### src/rtl/tdc_rx_readout.sv
// TDC receive readout: pops a first-word-fall-through upstream FIFO, filters words on their
// identifier nibble and buffers them for a valid/ready sink. Macro TDC_RX_READOUT_WORD_COUNT_EN adds WORD_COUNT.
module tdc_rx_readout #(
  parameter int         DEPTH           = 4,
  parameter logic [3:0] DATA_IDENTIFIER = 4'd0
) (
  input  logic        BUS_CLK,
  input  logic        BUS_RST,
  input  logic        ENABLE,
  input  logic        IN_FIFO_EMPTY,
  input  logic [31:0] IN_FIFO_DATA,
  output logic        IN_FIFO_READ,
  output logic [31:0] OUT_DATA,
  output logic        OUT_VALID,
  input  logic        OUT_READY,
  output logic        BUSY,
  output logic [15:0] DROP_COUNT,
  output logic [31:0] WORD_COUNT
);

  localparam int          AW     = $clog2(DEPTH);
  localparam logic [AW:0] L_FULL = DEPTH[AW:0];

  localparam logic [1:0] S_IDLE   = 2'd0;
  localparam logic [1:0] S_STREAM = 2'd1;
  localparam logic [1:0] S_DRAIN  = 2'd2;

  logic [1:0]    r_state;
  logic [AW:0]   r_count;
  logic [AW-1:0] r_wptr;
  logic [AW-1:0] r_rptr;
  logic [31:0]   r_mem [DEPTH];
  logic [15:0]   r_drop;

  logic w_nonempty;
  logic w_read;
  logic w_match;
  logic w_push;
  logic w_pop;

  function automatic logic [15:0] sat_inc16(input logic [15:0] v);
    return (v == 16'hFFFF) ? v : v + 16'd1;
  endfunction

  // Outputs are forced quiet while reset is held so a mid-stream reset never pops upstream.
  assign w_nonempty   = (r_count != '0);
  assign w_read       = !BUS_RST && (r_state == S_STREAM) && !IN_FIFO_EMPTY && (r_count < L_FULL);
  assign w_match      = (IN_FIFO_DATA[31:28] == DATA_IDENTIFIER);
  assign w_push       = w_read && w_match;
  assign w_pop        = OUT_VALID && OUT_READY;

  assign IN_FIFO_READ = w_read;
  assign OUT_VALID    = !BUS_RST && w_nonempty;
  assign OUT_DATA     = OUT_VALID ? r_mem[r_rptr] : '0;
  assign BUSY         = !BUS_RST && ((r_state != S_IDLE) || w_nonempty);
  assign DROP_COUNT   = r_drop;

  always_ff @(posedge BUS_CLK) begin
    if (BUS_RST) begin
      r_state <= S_IDLE;
    end else begin
      case (r_state)
        S_IDLE:   if (ENABLE) r_state <= S_STREAM;
        S_STREAM: if (!ENABLE) r_state <= S_DRAIN;
        S_DRAIN: begin
          if (ENABLE)           r_state <= S_STREAM;
          else if (!w_nonempty) r_state <= S_IDLE;
        end
        default:  r_state <= S_IDLE;
      endcase
    end
  end

  always_ff @(posedge BUS_CLK) begin
    if (BUS_RST) begin
      r_count <= '0;
      r_wptr  <= '0;
      r_rptr  <= '0;
      r_drop  <= '0;
    end else begin
      if (w_push) r_wptr <= r_wptr + 1'b1;
      if (w_pop)  r_rptr <= r_rptr + 1'b1;
      case ({w_push, w_pop})
        2'b10:   r_count <= r_count + 1'b1;
        2'b01:   r_count <= r_count - 1'b1;
        default: r_count <= r_count;
      endcase
      if (w_read && !w_match) r_drop <= sat_inc16(r_drop);
    end
  end

  // Buffer storage carries data only and is left out of reset.
  always_ff @(posedge BUS_CLK) begin
    if (w_push) r_mem[r_wptr] <= IN_FIFO_DATA;
  end

`ifdef TDC_RX_READOUT_WORD_COUNT_EN
  logic [31:0] r_word_cnt;

  always_ff @(posedge BUS_CLK) begin
    if (BUS_RST)    r_word_cnt <= '0;
    else if (w_pop) r_word_cnt <= r_word_cnt + 32'd1;
  end

  assign WORD_COUNT = r_word_cnt;
`else
  assign WORD_COUNT = '0;
`endif

endmodule

### config.mk
export PLATFORM = sky130hd
export DESIGN_NAME = tdc_rx_readout
export DESIGN_NICKNAME = d
export VERILOG_FILES = /design/src/rtl/tdc_rx_readout.sv
export SDC_FILE = /design/constraint.sdc
export NUM_CORES = 1
export LEC_CHECK = 0
export CAP_MARGIN = 20
export CORE_UTILIZATION = 35
export DETAILED_ROUTE_END_ITERATION = 6
export HOLD_SLACK_MARGIN = 0.02
export PLACE_DENSITY = 0.59
export SLEW_MARGIN = 20
export SYNTH_ARGS = -nofsm -noshare
export SYNTH_HDL_FRONTEND = slang
export SYNTH_SLANG_ARGS = --single-unit
### constraint.sdc
create_clock -name BUS_CLK -period 2.9 [get_ports BUS_CLK]
set_input_delay 0.435 -clock BUS_CLK [delete_from_list [all_inputs] [get_ports BUS_CLK]]
set_output_delay 0.435 -clock BUS_CLK [all_outputs]
set_load 0.02 [all_outputs]
# Yosys cells after proc, flatten, opt, wreduce, memory -nomap -nowiden
# Memory sizes are Yosys's and may differ from the RTL's. A register that Yosys moved wholly into a read port is not among the register bits.
# Index checks and enable logic that the tools add are counted.
[totals]
regBits = 25
ramBits = 128
in_bits = 37
n_memories = 1
out_inout_bits = 83
[memory_table]
columns = ["name", "words", "word_bits", "read_ports", "rd_clocked_by_memory_dff", "wr", "line", "rtl"]
rows = [
  ["r_mem", 4, 32, 1, 1, 1, "32", "logic [31:0] r_mem [DEPTH];"],
]
[classes]
n_addsub = 5
n_reduce_logical = 19
n_bitwise = 1
magnitude_cmp = 1
muxes = 11
n_eq_ne = 8
[ops]
columns = ["operator", "count"]
rows = [
  ["32-bit 2-to-1 mux", 1],
  ["16-bit by 1-bit adder with 16-bit output (second input constant)", 1],
  ["16-bit equality test (second input constant)", 1],
  ["2-bit 2-to-1 mux", 6],
  ["1-bit logical AND", 8],
  ["2-bit one-hot mux with 3 select lines", 1],
  ["3-bit one-hot mux with 2 select lines", 1],
  ["2-bit by 1-bit adder with 2-bit output (second input constant)", 2],
  ["2-bit by 1-bit equality test with 1-bit output (second input constant)", 2],
  ["2-bit equality test (second input constant)", 2],
  ["4-bit zero test", 1],
  ["2-bit inequality test (second input constant)", 2],
  ["2-bit nonzero test", 2],
  ["3-bit by 1-bit adder with 3-bit output (second input constant)", 1],
  ["1-bit zero test", 3],
  ["3-bit less-than comparator (second input constant)", 1],
  ["3-bit inequality test (second input constant)", 1],
  ["3-bit AND reduction", 1],
  ["3-bit nonzero test", 1],
  ["3-bit by 1-bit subtractor with 3-bit output (second input constant)", 1],
  ["2-bit zero test", 1],
  ["1-bit 2-to-1 mux", 2],
  ["2-bit AND reduction", 1],
  ["1-bit logical OR", 1],
  ["1-bit inverter", 1],
]

# Logic depth before layout (Yosys ltp)
# Gate-level depths: netlist of the first run.
[logic_depth]
ltp_word = 7
mapped_depth = 10
depth_no_buf = 10

# Worst setup path before layout of the first run
# No wires, ideal clock.
[synth_timing]
path_kind = "input-to-reg"
start = "input port BUS_RST"
end = "memory r_mem[0][0] (enable)"
arrival_ps = 2342
setup_ps = 392
path_slack_ps = 166
path_stages = 3
cell_sequence = "or4b_4 > nor2_1 > and3_1"
[synth_via]
elab_chain_cells = 7
[synth_lines]
columns = ["item", "line", "rtl"]
rows = [
  ["start: declaration", "8", "input logic BUS_RST,"],
  ["1-bit zero test", "47", "assign w_read = !BUS_RST && (r_state == S_STREAM) && !IN_FIFO_EMPTY && (r_count < L_FULL);"],
  ["1-bit logical AND (3 in series)", "47", ""],
  ["via IN_FIFO_READ", "12", "output logic IN_FIFO_READ,"],
  ["1-bit logical AND", "49", "assign w_push = w_read && w_match;"],
  ["1-bit 2-to-1 mux", "94", "if (w_push) r_mem[r_wptr] <= IN_FIFO_DATA;"],
  ["1-bit 2-to-1 mux (not written as such)", "94", ""],
  ["end: declaration", "32", ""],
]
# The timed path passes the listed nets, and every way through them passes these cells.

==> flow_summary.toml, run 1 <==
[setup_path]
r2r_slack_ns = 0.61
worstSetupPathType = "reg -> out"
worst_setup_path_start_kind = "register"
end_kind = "primary output"
crit_required_ns = 2.47
worstPathArrival_ns = 2.31
cp_max_fo = 32

[grt]
grt_antenna_before_repair = 0
grt_pass1_wl_um = 18710
overflow = 0
grt_pass1_vias = 3544
grt_max_degree = 34
grt_usage_pct = 13.75

[timing]
setup_violations = 0
period_minus_slack_ns = 2.748
slew_viol_final = 0
skew_ns = 0.009053
min_period_over_period_pct = 94.75
worstMarginPinSlew_ns = 0.5033
rsz0062_at_grt = "false"
hold_viol_final = 0
hold-worst-slack_ns = 0.5146
fmax_mhz = 363.9
final.setup.tns_ns = 0
relSlewSlack_pct = 66.14

[die]
die_w_um = 137.6
core-area_sq_um = 17960
dieArea_sq_um = 18920
die_h_um = 137.6
io_pins = 120
placement_rows = 49
floorplan.initialDensity_pct = 35.81

[layout]
fillers = 1561
final_cell_mix = "128 x edfxtp_1, 87 x clkdlybuf4s50_1, 36 x and2_1"
finalNetCount = 537
drive_above_1_share_pct = 18.97
area_delta_synth_final_pct = 28.11
final_common_cell = "edfxtp_1"
final_cells = 735
antenna_cells = 0

[yosys]
ys_seq_elements = 155
synthesis.area_sq_um = 6432
yosysSeqAreaShare_pct = 68.16
ys_warn_count = 0
postSynthCellCount = 386
ys_top_cells_by_area = "edfxtp_1 60%, mux4_2 11%, dfxtp_1 8.4%"
synth_largest_area_cell = "edfxtp_1"
synth_top_area_share_pct = 59.75
syn_avg_cell_area_sq_um = 16.66
ys_types = 40

[run_status]
outcome = "completed"

[route]
drt_iter0_markers = 170
via_count = 3498
ant_nets = 0
drc = 0
dr.pass1.iters = 4
avgRoutedWirePerCell_um = 16.54
via_per_inst = 4.759
drt_wl_total_um = 12160

[hold_path]
hold_path.class = "reg -> reg"

[clock_network]
cts_hold_buffers = 0
htreeDepth = 4
cts_buffer_depth = 2
clockRootBuffer = "clkbuf_16"
cts_tree = "built"
clock_latency_ns = 0.42
cts-buffers-inserted = 17
cts_setup_buffers = 0
cts.repair.resized = 0
cts_sinks = 155
cts.reportedPaths.clkPinSlew_ns = 0.07

[job]
drv_cap = 0

[placed_design]
routabilityCongestion = 0.8380
port_buffers = 87
hpwl_um = 7442
dp_cells = 703

[pwr]
p_per_area_nw_per_um2 = 592.6
ir_drop_mv = 0.4364
p_leak_nw = 2.706
-- layer usage --
metal	GRT usage, %	part of all wire (%)	routed length (um)	vias to the layer above
li1	-	-	-	1620
met1	16.16	42	5148	1769
met2	22.98	51	6212	95
met3	4.489	5.4	657	14
met4	5.922	1.1	138	0
met5	0	0	0	-
-- state kept, by name (all words and copies together), names as in the netlist, named ones only --
register / cells
DROP_COUNT: 16
r_count: 3
r_mem: 128
r_rptr: 2
r_state: 2
r_wptr: 2
-- synth_stat cells (all sizes together) --
cell type,number
dfxtp,27
conb,1
and2,37
and3,7
nand2,6
nor3,4
or4b,1
mux2i,4
o211ai,2
xor2,13
buf,35
o31ai,1
nand4,5
or4,1
and4,3
nor2,25
and4b,1
nor4,3
xnor2,2
clkbuf,10
o21ai,3
o2111ai,1
mux4,32
a211oi,1
or3,4
a21oi,7
nor4b,1
nand3,6
ha,6
edfxtp,128
inv,8
fa,1
-- worst paths after layout --
check                      start              to  cells after the start
hold reg to reg   DROP_COUNT[11]  DROP_COUNT[11]                      2
setup reg to reg      r_state[1]      r_count[2]                     10
hold / removal    DROP_COUNT[11]  DROP_COUNT[11]                      2
setup / recovery        register    OUT_DATA[28]                      4
-- per-stage QoR --
step | total power (W) | worst slack [ns] | util (%) | area (sq um)
after detailed placement | 0.002599 | 0.1085 | 42.38 | 7614
after global placement | 0.002595 | 0.1832 | 42.38 | 7614
after floorplan | 0.002550 | 0.1659 | - | 6549
final | 0.004884 | 0.1521 | 45.87 | 8240
after CTS | 0.004933 | 0.08461 | 45.87 | 8240
after global routing | 0.005060 | 0.04085 | 45.87 | 8240
-- worst max-delay path, stage by stage, from the launching register on --
cell             delay, ns
dfxtp_2               0.34
buf_12                0.27
mux4_2                0.58
and2_1                0.18
clkdlybuf4s50_1       0.53
-- layout make-up --
| type | instances | area (sq um) | area share (%) |
|---|---|---|---|
| Sequential cell | 155 | 4387 | 53.23 |
| Multi-Input combinational cell | 209 | 1839 | 22.32 |
| Timing Repair Buffer | 102 | 1071 | 13.00 |
| Clock buffer | 17 | 425.4 | 5.162 |
| Tap cell | 229 | 286.5 | 3.477 |
| Clock inverter | 15 | 201.4 | 2.445 |
| Inverter | 8 | 30.03 | 0.3644 |
-- cells by family (layout without fill, tap and decap cells) --
kind of cell / Yosys count / after routing / synth area share [%]
other cells: 1 / 32 / 0.05830
mux: 36 / 36 / 11.83
simple gates: 104 / 104 / 9.881
flops: 155 / 155 / 68.16
fa+ha+maj: 7 / 7 / 1.478
buf+inv: 53 / 142 / 5.174
xor+xnor: 15 / 15 / 2.042
compound gates: 15 / 15 / 1.381
-- report_power, final --
part / leakage, nW / internal, W / switching (W)
clock: 0.306 / 0.00139 / 0.000942
combinational: 1.03 / 0.0000583 / 0.0000830
sequential: 1.37 / 0.00241 / 0.00000259
total: 2.71 / 0.00386 / 0.00103
Note: power is estimated with default switching activity, not from simulation.
==> run 2, diff against run 1 <==
--- a/config.mk
+++ b/config.mk
@@ -6,11 +6,12 @@
 export NUM_CORES = 1
 export LEC_CHECK = 0
 export CAP_MARGIN = 20
-export CORE_UTILIZATION = 35
+export CORE_UTILIZATION = 45
 export DETAILED_ROUTE_END_ITERATION = 6
 export HOLD_SLACK_MARGIN = 0.02
-export PLACE_DENSITY = 0.59
+export PLACE_DENSITY = 0.72
 export SLEW_MARGIN = 20
 export SYNTH_ARGS = -nofsm -noshare
 export SYNTH_HDL_FRONTEND = slang
 export SYNTH_SLANG_ARGS = --single-unit
+export TNS_END_PERCENT = 30
==> run 2 against run 1 <==
Net effect: critical path type unchanged; highest routed layer unchanged; non-clock buffer count grew 4; largest power group unchanged; via count about the same; critical path depth is the same; clock skew is essentially flat; worst setup slack lost 0.023 ns.
==> flow_summary.toml, run 2 (synthesis gave the netlist of run 1 again) <==
[run_status]
outcome = "completed"

[clock_network]
cts_setup_buffers = 0
cts_tree = "built"
clock_latency_ns = 0.42
cts-buffers-inserted = 17
htreeDepth = 4
cts.reportedPaths.clkPinSlew_ns = 0.06
cts_buffer_depth = 2
clockRootBuffer = "clkbuf_16"
cts_sinks = 155

[setup_path]
cp.depth = 4
endpoint = "OUT_DATA[31]"
reg2reg_depth = 9
worstReg2RegStart = "r_count[2]"
worstPathArrival_ns = 2.34
cp_max_fo = 18
r2r_end = "r_count[2]"
worst_setup_path_start_kind = "register"
worst_path_max_delay_cell = "mux4_2"
crit_required_ns = 2.47
cp_slowest_stage_delay_ns = 0.56
critical_path.top_delay_family = "buffers and inverters"
r2r_slack_ns = 0.55
crit_buf_inv = 2
worstSetupPathType = "reg -> out"
crit_chain = "buf_12, mux4_2, and2_1, clkdlybuf4s50_1"
end_kind = "primary output"

[placed_design]
routabilityCongestion = 0.8333
port_buffers = 87
hpwl_um = 7367

[route]
ant_nets = 0
drt_iter0_markers = 199
avgRoutedWirePerCell_um = 16.94
via_per_inst = 5.067
via_count = 3496
drt_wl_total_um = 11690
dr.pass1.iters = 4
drc = 0

[layout]
antenna_cells = 0
fillers = 1055
finalNetCount = 541
largest_reg_flops = 128
final_cell_mix = "128 x edfxtp_1, 87 x clkdlybuf4s50_1, 36 x and2_1"
largest-register = "r_mem"
area_delta_synth_final_pct = 27.23
drive_above_1_share_pct = 19.22
final_common_cell = "edfxtp_1"

[die]
core-area_sq_um = 13930
placement_rows = 43
io_pins = 120
dieArea_sq_um = 14780
die_w_um = 121.6
floorplan.initialDensity_pct = 46.16
die_h_um = 121.6

[timing]
hold_viol_final = 0
hold-worst-slack_ns = 0.5265
slew_viol_final = 0
min_period_over_period_pct = 95.54
final.setup.tns_ns = 0
skew_ns = 0.009531
rsz0062_at_grt = "false"
setup_violations = 0
fmax_mhz = 360.9
period_minus_slack_ns = 2.771

[grt]
grt_antenna_before_repair = 0
grt_pass1_vias = 3485
grt_max_degree = 34
grt_pass1_wl_um = 18020
grt_usage_pct = 16.82
overflow = 0

[pwr]
p_int_w = 0.003815
p_switching_w = 0.0009435
p_leak_nw = 2.704
switching_share_pct = 19.83
p_per_area_nw_per_um2 = 581.5
clockPowerShare_pct = 46.4
ir_drop_mv = 0.3247
p_seq_share_pct = 50.6
power_frac_comb_pct = 3.0

[job]
drv_cap = 0

[hold_path]
hold_path.class = "reg -> reg"
## run 2: cell types whose count changed in the layout (fill, tap and decap cells not counted), moves of 2 or more
cell,delta
buf_4,+3
clkinvlp_4,+2
clkinv_2,+2
inv_6,-3
clkinv_1,+2
inv_8,-3
## run 2: layout make-up
cell class,count,area [sq um],share of cell area [%]
inverter,8,30.03,0.3669
sequential,155,4389,53.63
multi-input combinational,209,1839,22.47
tap,180,225.2,2.752
timing repair buffer,106,1105,13.50
clock inverter,15,170.2,2.079
clock buffer,17,425.4,5.198
## run 2: worst register-to-register path, cell delays in order (launching register included)
cell	delay [ns]
dfxtp_1	0.55
nor3_1	0.17
nor2_2	0.18
and2_1	0.16
ha_1	0.18
inv_1	0.06
fa_1	0.37
xor2_1	0.16
or3_1	0.31
a21oi_1	0.15
## run 2: power groups by stage
stage | Combinational, W | Clock (W) | Sequential (W)
floorplan | 0.0000912 | 0 | 0.00246
global placement | 0.000137 | 0 | 0.00246
detailed placement | 0.000141 | 0 | 0.00246
CTS | 0.000142 | 0.00225 | 0.00241
global route | 0.000152 | 0.00233 | 0.00241
finish | 0.000142 | 0.00221 | 0.00241
## run 2: repair_timing
action                     in CTS  in global routing
hold buffers                    0                  0
resized for setup               2                  0
setup endpoints to repair       4                  0
## run 2: through the flow
| stage | util [%] | std cells | total power [W] | cell area [sq um] | setup slack (ns) |
|---|---|---|---|---|---|
| after floorplan | - | 417 | 0.002550 | 6549 | 0.1659 |
| after global placement | 54.41 | 658 | 0.002595 | 7582 | 0.1830 |
| after detailed placement | 54.41 | 658 | 0.002599 | 7582 | 0.1076 |
| after CTS | 58.73 | 690 | 0.004802 | 8184 | 0.07215 |
| after global routing | 58.73 | 690 | 0.004893 | 8184 | 0.01123 |
| final | 58.73 | 690 | 0.004759 | 8184 | 0.1293 |
## run 2: worst min-delay path by stage
stage,startpoint,to,slack [ns],cells past startpoint
2_1_floorplan,r_state[0],r_state[0],0.47,1
3_3_place_gp,r_state[0],r_state[0],0.49,1
3_5_place_dp,DROP_COUNT[11],DROP_COUNT[11],0.51,2
4_1_cts,DROP_COUNT[11],DROP_COUNT[11],0.52,2
5_1_grt,DROP_COUNT[11],DROP_COUNT[11],0.55,2
6_report,r_rptr[1],r_rptr[1],0.53,2
## run 2: metal layers
metal	share of wire [%]	vias up	global-route usage (%)	routed length, um
li1	-	1621	-	-
met1	45	1756	21.85	5253
met2	49	103	26.70	5734
met3	4.5	16	4.494	522
met4	1.5	0	7.253	175
met5	0	-	0	0
